==> src/rtl/csel_pkg.sv <==
// Shared helpers for the pipelined carry-select adder: stage count and
// the geometry check that WIDTH splits evenly into BLOCK*BPS-bit stages.
package csel_pkg;

  function automatic int nstages(int width, int block, int bps);
    return width / (block * bps);
  endfunction

  function automatic bit widths_ok(int width, int block, int bps);
    return (block > 0) && (bps > 0) && (width >= block * bps) &&
           ((width % (block * bps)) == 0);
  endfunction

endpackage

==> src/rtl/csel_adder_pipe_if.sv <==
// Operand/result bus of the carry-select adder pipeline.
// Handshake: a word moves on a rising clk edge exactly when valid & ready are
// both high; a producer holds valid and its data stable until that edge.
interface csel_adder_pipe_if #(
  parameter int WIDTH = 64
);
  logic             in_valid;
  logic             in_ready;
  logic [WIDTH-1:0] a;
  logic [WIDTH-1:0] b;
  logic             cin;
  logic             sub;
  logic             out_valid;
  logic             out_ready;
  logic [WIDTH-1:0] sum;
  logic             cout;
  logic             ovf;

  modport master (
    output in_valid, a, b, cin, sub, out_ready,
    input  in_ready, out_valid, sum, cout, ovf
  );

  modport slave (
    input  in_valid, a, b, cin, sub, out_ready,
    output in_ready, out_valid, sum, cout, ovf
  );
endinterface

==> src/rtl/csel_block.sv <==
// One carry-select block: both carry hypotheses are summed in parallel and
// the real incoming carry picks the sum and the carry-out.
module csel_block #(
  parameter int BLOCK = 8
) (
  input  logic [BLOCK-1:0] a,
  input  logic [BLOCK-1:0] b,
  input  logic             ci,
  output logic [BLOCK-1:0] s,
  output logic             co,
  output logic             p
);
  logic [BLOCK:0] r0;
  logic [BLOCK:0] r1;

  assign r0 = {1'b0, a} + {1'b0, b};
  assign r1 = {1'b0, a} + {1'b0, b} + {{BLOCK{1'b0}}, 1'b1};

  assign s  = ci ? r1[BLOCK-1:0] : r0[BLOCK-1:0];
  assign co = ci ? r1[BLOCK] : r0[BLOCK];
  assign p  = &(a ^ b);
endmodule

==> src/rtl/csel_adder_pipe.sv <==
// Pipelined carry-select adder/subtractor: each stage resolves BLOCK*BPS bits
// and passes carry, finished low sum bits and the unprocessed operand bits on.
module csel_adder_pipe
  import csel_pkg::*;
#(
  parameter int WIDTH = 64,
  parameter int BLOCK = 8,
  parameter int BPS   = 2
) (
  input  logic                              clk,
  input  logic                              rst_n,
  csel_adder_pipe_if.slave                  bus,
  output logic [WIDTH/(BLOCK*BPS)-1:0]      dbg_stage_valid,
  output logic [WIDTH/BLOCK-1:0]            dbg_prop
);
  localparam int SW  = BLOCK * BPS;
  localparam int NST = nstages(WIDTH, BLOCK, BPS);

  if (!widths_ok(WIDTH, BLOCK, BPS)) begin : g_param_err
    $error("csel_adder_pipe: WIDTH must be a positive multiple of BLOCK*BPS");
  end

  logic [NST-1:0]   v;
  logic [NST:0]     rdy;
  logic [WIDTH-1:0] b_eff;
  logic             c_first;

  // Subtraction is a + ~b + 1; cin only matters when adding.
  assign b_eff   = bus.sub ? ~bus.b : bus.b;
  assign c_first = bus.sub | bus.cin;

  assign rdy[NST] = bus.out_ready;

  for (genvar k = 0; k < NST; k++) begin : stg
    localparam int LO = k * SW;
    localparam int HI = LO + SW;

    logic [WIDTH-LO-1:0] ra;
    logic [WIDTH-LO-1:0] rb;
    logic                cc;
    logic                vin;
    logic [HI-1:0]       s_next;
    logic [SW-1:0]       cs;
    logic [BPS:0]        bc;
    logic                v_q;
    logic                c_q;
    logic [HI-1:0]       s_q;

    if (k == 0) begin : g_src
      assign ra     = bus.a;
      assign rb     = b_eff;
      assign cc     = c_first;
      assign vin    = bus.in_valid;
      assign s_next = cs;
    end else begin : g_src
      assign ra     = {stg[k-1].g_rem.a_q};
      assign rb     = {stg[k-1].g_rem.b_q};
      assign cc     = stg[k-1].c_q;
      assign vin    = v[k-1];
      assign s_next = {cs, stg[k-1].s_q};
    end

    assign bc[0] = cc;
    for (genvar j = 0; j < BPS; j++) begin : blk
      csel_block #(.BLOCK(BLOCK)) u_blk (
        .a  (ra[j*BLOCK +: BLOCK]),
        .b  (rb[j*BLOCK +: BLOCK]),
        .ci (bc[j]),
        .s  (cs[j*BLOCK +: BLOCK]),
        .co (bc[j+1]),
        .p  (dbg_prop[k*BPS + j])
      );
    end

    // A stage may load whenever it is empty or its contents leave this edge.
    assign rdy[k] = !v_q | rdy[k+1];
    assign v[k]   = v_q;

    always_ff @(posedge clk or negedge rst_n) begin
      if (!rst_n) begin
        v_q <= 1'b0;
        c_q <= 1'b0;
        s_q <= '0;
      end else if (rdy[k]) begin
        v_q <= vin;
        if (vin) begin
          c_q <= bc[BPS];
          s_q <= s_next;
        end
      end
    end

    if (k < NST - 1) begin : g_rem
      logic [WIDTH-HI-1:0] a_q;
      logic [WIDTH-HI-1:0] b_q;
      always_ff @(posedge clk or negedge rst_n) begin
        if (!rst_n) begin
          a_q <= '0;
          b_q <= '0;
        end else if (rdy[k] && vin) begin
          a_q <= ra[WIDTH-LO-1:SW];
          b_q <= rb[WIDTH-LO-1:SW];
        end
      end
    end else begin : g_fin
      // Carry into the MSB is recovered from the MSB sum bit and its operands.
      logic ovf_q;
      always_ff @(posedge clk or negedge rst_n) begin
        if (!rst_n) begin
          ovf_q <= 1'b0;
        end else if (rdy[k] && vin) begin
          ovf_q <= cs[SW-1] ^ ra[SW-1] ^ rb[SW-1] ^ bc[BPS];
        end
      end
    end
  end

  assign bus.in_ready  = rdy[0];
  assign bus.out_valid = v[NST-1];
  assign bus.sum       = stg[NST-1].s_q;
  assign bus.cout      = stg[NST-1].c_q;
  assign bus.ovf       = stg[NST-1].g_fin.ovf_q;
  assign dbg_stage_valid = v;
endmodule

==> src/flat_wrapper.sv <==
// flat-port wrapper written by rule: the top's interface ports become plain ports
module csel_adder_pipe_flat import csel_pkg::*;
#(
  parameter int WIDTH = 64,
  parameter int BLOCK = 8,
  parameter int BPS   = 2
)
  (clk, rst_n, dbg_stage_valid, dbg_prop, bus_in_valid, bus_a, bus_b, bus_cin, bus_sub, bus_out_ready, bus_in_ready, bus_out_valid, bus_sum, bus_cout, bus_ovf);
  csel_adder_pipe_if #(.WIDTH(WIDTH)) bus_i ();
  input  logic clk;
  input  logic rst_n;
  output logic [WIDTH/(BLOCK*BPS)-1:0] dbg_stage_valid;
  output logic [WIDTH/BLOCK-1:0] dbg_prop;
  input wire logic [$bits(bus_i.in_valid)-1:0] bus_in_valid;
  input wire logic [$bits(bus_i.a)-1:0] bus_a;
  input wire logic [$bits(bus_i.b)-1:0] bus_b;
  input wire logic [$bits(bus_i.cin)-1:0] bus_cin;
  input wire logic [$bits(bus_i.sub)-1:0] bus_sub;
  input wire logic [$bits(bus_i.out_ready)-1:0] bus_out_ready;
  output wire logic [$bits(bus_i.in_ready)-1:0] bus_in_ready;
  output wire logic [$bits(bus_i.out_valid)-1:0] bus_out_valid;
  output wire logic [$bits(bus_i.sum)-1:0] bus_sum;
  output wire logic [$bits(bus_i.cout)-1:0] bus_cout;
  output wire logic [$bits(bus_i.ovf)-1:0] bus_ovf;
  assign bus_i.in_valid = bus_in_valid;
  assign bus_i.a = bus_a;
  assign bus_i.b = bus_b;
  assign bus_i.cin = bus_cin;
  assign bus_i.sub = bus_sub;
  assign bus_i.out_ready = bus_out_ready;
  assign bus_in_ready = bus_i.in_ready;
  assign bus_out_valid = bus_i.out_valid;
  assign bus_sum = bus_i.sum;
  assign bus_cout = bus_i.cout;
  assign bus_ovf = bus_i.ovf;
  csel_adder_pipe #(.WIDTH(WIDTH), .BLOCK(BLOCK), .BPS(BPS)) u_core (.clk(clk), .rst_n(rst_n), .bus(bus_i), .dbg_stage_valid(dbg_stage_valid), .dbg_prop(dbg_prop));
endmodule
==> config.mk <==
export PLATFORM = sky130hd
export DESIGN_NAME = csel_adder_pipe_flat
export DESIGN_NICKNAME = d
export VERILOG_FILES = /design/src/rtl/csel_pkg.sv /design/src/rtl/csel_adder_pipe_if.sv /design/src/rtl/csel_block.sv /design/src/rtl/csel_adder_pipe.sv /design/src/flat_wrapper.sv
export SDC_FILE = /design/constraint.sdc
export NUM_CORES = 1
export LEC_CHECK = 0
export ABC_AREA = 1
export CAP_MARGIN = 15
export CORE_ASPECT_RATIO = 2
export CORE_MARGIN = 2
export CORE_UTILIZATION = 59
export DETAILED_ROUTE_END_ITERATION = 6
export PLACE_DENSITY = 0.8
export REMOVE_ABC_BUFFERS = 1
export SLEW_MARGIN = 5
export SYNTH_ARGS = -nofsm -noshare
export SYNTH_HDL_FRONTEND = slang
export SYNTH_SLANG_ARGS = --single-unit
==> constraint.sdc <==
create_clock -name clk -period 5.8 [get_ports clk]
set_clock_uncertainty 0.1 [all_clocks]
set_input_delay 0.87 -clock clk [delete_from_list [all_inputs] [get_ports clk]]
set_output_delay 0.87 -clock clk [all_outputs]
set_load 0.005 [all_outputs]
==> results of run 1 <==
-- final cells by class --
| type | instances | area share (%) |
|---|---|---|
| sequential | 361 | 40.99 |
| multi-input combinational | 1573 | 37.42 |
| timing repair buffer | 226 | 10.24 |
| inverter | 230 | 3.929 |
| clock buffer | 35 | 3.679 |
| tap | 418 | 2.373 |
| clock inverter | 21 | 1.363 |
-- Yosys cell counts, types with 5 or more instances --
cell type	instances	area [um2]
nand3b_1	15	112.6
nand2_1	829	3112
dfrtp_1	361	9034
nand3_1	77	385.4
fa_1	8	160.2
buf_2	5	25.02
inv_1	226	848.3
a21oi_1	30	150.1
xnor2_1	37	324.1
buf_1	12	45.04
a31oi_1	9	56.30
o21ai_2	9	78.83
buf_4	14	105.1
xor2_2	6	97.59
clkbuf_1	64	240.2
nor2_1	69	259.0
nor3_1	20	100.1
xor2_1	86	753.2
ha_1	72	900.9
nand4_1	34	212.7
o21ai_0	222	1111
-- worst max-delay path, delay by kind of cell --
family        cells  cell delay, ps
simple gates      2             250
xor+xnor          1             220
fa+ha+maj         1             330
buf+inv           4            1720
-- flip-flops by register name, indices dropped and copies added (netlist names) --
signal and flops:
u_core.stg.g_rem.a_q 96, u_core.stg.g_rem.b_q 96, u_core.stg.s_q 96, u_core.bus.sum 64, u_core.stg.c_q 3, u_core.stg.v_q 3, u_core.bus.cout 1, u_core.bus.out_valid 1
u_core.bus.ovf 1
-- power by group --
group	total (mW)	internal, mW	switching [mW]
Combinational	3.47	1.46	2.01
Sequential	3.74	3.29	0.443
Clock	2.26	1.29	0.975
-- metal layers --
metal | share of wire (%) | vias to the layer above | GRT usage (%)
met5 | 0 | - | 0
met2 | 55 | 401 | 51.17
met1 | 37 | 7290 | 30.43
met3 | 3.9 | 112 | 2.195
met4 | 4.4 | 0 | 11.64
li1 | - | 7448 | -
-- stage by stage --
| step | total power, mW | hold slack, ps |
|---|---|---|
| finish | 9.467 | 246.4 |
| global route | 10.17 | 299.6 |
| CTS | 9.510 | 270.1 |
| detailed placement | 7.210 | 355.8 |
| global placement | 7.055 | 350.9 |
| floorplan | 5.943 | 342.2 |
-- cells by family after synthesis --
family,after synthesis,share of synthesized area [%]
multiplexers,1,0.06067
AND/OR/NAND/NOR,1069,23.63
AO/OA/AOI/OAI,294,8.555
flip-flops,361,48.68
XOR/XNOR,129,6.330
buffers and inverters,327,7.032
adder cells (fa/ha/maj),80,5.717
-- worst paths after layout --
path	cells past startpoint	endpoint	slack (ps)
worst max-delay path	8	dbg_prop[1]	1420
worst min-delay path	1	u_core.bus.sum[48]	250
min in group clk	2	u_core.stg[2].g_rem.b_q[8]	370
worst max register to register	13	u_core.stg[1].s_q[27]	2520
max in group asynchronous	2	u_core.stg[0].g_rem.a_q[10]	4160
worst min register to register	2	u_core.stg[2].g_rem.b_q[8]	370
==> qor.yml, run 1 <==
clocking:
  cts_hold_buf: 0
  cts.clk_slew.worst_paths_ps: 70
  post-cts-setup-buffer-count: 0
  cts_buffer_depth: 3
  cts_tree: "yes"
  cts_sinks: 361
  cts_buffers: 31
  root_buffer: "clkbuf_16"
  cts_max_level: 1
  worstSkewPairLatency_ps: 570
  ctsResizeCount: 0
yosys:
  synth_warnings: 0
  synth_edf_count: 0
  yosysUniqueCellTypes: 51
  seq_area_frac_synth_pct: 48.68
  syn-cell-area_um2: 18560
  synth_ff_type: "dfrtp_1"
  postSynth.asyncResetShare_pct: 100.0
  ys_ff_latch: 361
  netlist_instances: 2261
  syn_area_per_cell_um2: 8.208
critical_path:
  crit_path_cell_trace: "buf_4 -> buf_4 -> xnor2_1 -> inv_1 -> ha_1 -> nand2_1 -> nor3b_1 -> clkdlybuf4s50_1"
  cp.arrival_ps: 3410
  critPathLaunchType: "primary input"
  crit_start: "bus_sub"
  slowest_delay_ps: 630
  critPathMaxFanout: 44
  cp_slowest_cell: "buf_4"
  end_kind: "primary output"
  reg2reg_from: "u_core.stg[0].g_rem.a_q[0]"
  required_ps: 4830
  critPathMostFrequentCell: "buf_4"
  worstSetupPathType: "primary input to primary output"
power:
  power_leakage_nw: 10.97
  power_density_nw_per_um2: 429.6
  ir_drop_uv: 305.1
finish:
  nFillCells: 2324
  drive_gt1_share_pct: 4.702
  seq_area_um2: 9034
  multi_input_area_um2: 8245
  antenna_cells: 0
  final_cells: 2864
  layout.nets: 2637
  syn2layout_area_growth_pct: 18.74
  final_common_cell: "nand2_1"
  post-route-util_pct: 71.42
  fin_area_um2: 22040
  most-common-layout-cells: "nand2_1, dfrtp_1, inv_1"
routing:
  drcViolationCount: 0
  first_pass_iters: 5
  routed_via_density: 5.325
  detail-route-antenna-nets: 0
  wl_um: 43220
  num_vias: 15251
  drtIter0Drc: 922
  avgRoutedWirePerCell_um: 15.09
global_routing:
  grt_first_pass_wirelength_um: 71920
  grt_pass1_vias: 15510
  antenna_found_initial: 0
  grt_max_degree: 136
  grt_use_total_pct: 26.95
  grt-ovfl-total: 0
die:
  die-area_um2: 32980
  initial_utilization_pct: 60.15
  core_area_um2: 30860
  die_y_um: 254.8
  die-width_um: 129.4
  num_io_pins: 214
  rows: 91
timing:
  finalHoldViolations: 0
  relSlewSlack_pct: 37.51
  fin_crit_ps: 4383
  maxSlewViolCount: 0
  grt_setup_unrepaired: "false"
  worst_pin_slew_ps: 937.4
  setup_tns_ps: 0
  setup_ws_ps: 1417
  max_freq_mhz: 228.1
  fin_crit_sh_pct: 75.58
  setup_viol: 0
hold_path:
  hp-class: "primary input to async pin"
placement:
  place_congestion: 0.9125
  placed_area_um2: 20930
  portBuffers: 213
  place_ws_ps: 1205
  placed_cells: 2808
  dp_hpwl_um: 29670
run:
  cap_violations: 0
outcome:
  outcome: "finished, final reports clean"
Note: power is estimated with default switching activity, not from simulation.
==> run 2, diff against run 1 <==
- CORE_UTILIZATION: 59 -> 57
- PLACE_DENSITY: 0.8 -> 0.78
- clock period: 5.8 -> 4.5 ns (I/O delays scaled with it)
==> qor.yml, run 2 (synthesized netlist as in run 1, its figures left out) <==
critical_path:
  critPathLaunchType: "primary input"
  end_kind: "primary output"
  cp.arrival_ps: 2860  # -550 ps
  worstSetupPathType: "primary input to primary output"
  reg2reg_from: "u_core.stg[2].g_rem.b_q[0]"
  critPathMaxFanout: 17  # -61%
  required_ps: 3720  # -1110 ps
  rr_worst_depth: 14  # +1
  r2r_end: "u_core.bus.sum[61]"
  r2r_setup_slack_ps: 1210  # -1310 ps
global_routing:
  grt_use_total_pct: 26.16  # -0.80 points
  antenna_found_initial: 0  # unchanged
  grt_pass1_vias: 15789  # +1.8%
  grt-ovfl-total: 0  # unchanged
  grt_first_pass_wirelength_um: 73260  # +1.9%
  grt_max_degree: 120  # -12%
timing:
  setup_viol: 0  # unchanged
  fin_crit_sh_pct: 80.85
  maxSlewViolCount: 0  # unchanged
  max_freq_mhz: 274.9
  finalHoldViolations: 0  # unchanged
  setup_ws_ps: 861.8  # -554.7 ps
  fin_crit_ps: 3638
  grt_setup_unrepaired: "false"
  worst_pin_slew_ps: 921.9  # -15.47 ps
  setup_tns_ps: 0  # unchanged
  relSlewSlack_pct: 38.54  # +1.0 points
die:
  initial_utilization_pct: 57.79  # -2.4 points
  rows: 93  # +2.2%
  die-width_um: 131.6  # +1.7%
  num_io_pins: 214  # unchanged
  core_area_um2: 32120  # +4.1%
  die-area_um2: 34110  # +3.4%
  die_y_um: 259.2  # +1.7%
finish:
  drive_gt1_share_pct: 5.010  # +0.31 points
  most-common-layout-cells: "nand2_1, dfrtp_1, inv_1"
  final_common_cell: "nand2_1"
  antenna_cells: 0  # unchanged
  layout.nets: 2645  # +0.30%
  top_regs: "u_core.stg.g_rem.a_q (96), u_core.stg.g_rem.b_q (96), u_core.stg.s_q (96)"
  syn2layout_area_growth_pct: 19.63
  fin_area_um2: 22200  # +0.76%
  nFillCells: 2601  # +12%
placement:
  place_ws_ps: 525.0  # -679.5 ps
  dp_hpwl_um: 31270  # +5.4%
  portBuffers: 213  # unchanged
  placed_area_um2: 21030  # +0.52%
  place_congestion: 0.9250  # +1.4%
hold_path:
  hp-class: "primary input to async pin"
routing:
  routed_via_density: 5.265  # -1.1%
  num_vias: 15175  # -0.50%
  met2_length_um: 24320  # +3.0%
  first_pass_iters: 5  # unchanged
  met1_length_um: 15870  # -1.1%
  drcViolationCount: 0  # unchanged
  detail-route-antenna-nets: 0  # unchanged
  drtIter0Drc: 794  # -14%
  route.met3.wl_um: 1471  # -12%
  top_layer: "met4"
  wl_um: 43670  # +1.0%
  avgRoutedWirePerCell_um: 15.15  # +0.41%
clocking:
  cts_max_level: 1  # unchanged
  post-cts-setup-buffer-count: 0  # unchanged
  ctsResizeCount: 0  # unchanged
  cts_tree: "yes"
  worstSkewPairLatency_ps: 570  # about the same
  cts.clk_slew.worst_paths_ps: 70  # about the same
  cts_hold_buf: 0  # unchanged
  cts_buffers: 31  # unchanged
  cts_buffer_depth: 3  # unchanged
  cts_sinks: 361  # unchanged
  root_buffer: "clkbuf_16"
power:
  power_density_nw_per_um2: 556.3  # +30%
  ir_drop_uv: 364.9  # +20%
  power.total_mw: 12.35  # +30%
  power_leakage_nw: 11.06  # +0.81%
outcome:
  outcome: "finished, final reports clean"
run:
  cap_violations: 0  # unchanged
run 2: final cells by class:
class                           count  area, um2  area share (%)
Timing Repair Buffer              234       2355           10.61
Clock buffer                       39      855.8           3.855
Sequential cell                   361       9034           40.69
Multi-Input combinational cell   1573       8245           37.14
Inverter                          230      865.8           3.900
Clock inverter                     18      312.8           1.409
Tap cell                          427      534.3           2.406
run 2: how the worst max path moves through the flow:
stage                              from                     to
after floorplan           bus_out_ready   u_core.stg[0].s_q[3]
after global placement         bus_b[0]  u_core.stg[0].s_q[14]
after detailed placement       bus_b[0]  u_core.stg[0].s_q[11]
after CTS                       bus_sub            dbg_prop[0]
after global routing            bus_sub            dbg_prop[0]
final                           bus_sub            dbg_prop[0]
run 2: report_power, final:
group | leakage (nW) | switching (mW) | internal (mW)
Sequential | 4.50 | 0.581 | 4.25
Clock | 0.564 | 1.22 | 1.81
Combinational | 6.00 | 2.59 | 1.89
run 2: layer usage:
| metal | up-vias | track usage [%] |
|---|---|---|
| li1 | 7462 | - |
| met1 | 7256 | 27.15 |
| met2 | 338 | 51.72 |
| met3 | 119 | 2.734 |
| met4 | 0 | 12.56 |
| met5 | - | 0 |
run 2: critical path, stage by stage:
cell	delay (ps)
buf_4	200
buf_4	340
xor2_1	120
ha_1	360
nand2_1	100
nor3_1	150
inv_1	100
nor4_1	230
clkdlybuf4s50_1	580
run 2: stage by stage:
step                      hold slack [ps]  util, %  std cells
after floorplan                     279.4        -       2164
final                               69.18    69.13       2882
after CTS                           125.0    69.13       2882
after detailed placement            353.1    65.49       2825
after global placement              351.4    65.49       2825
after global routing                141.2    69.13       2882
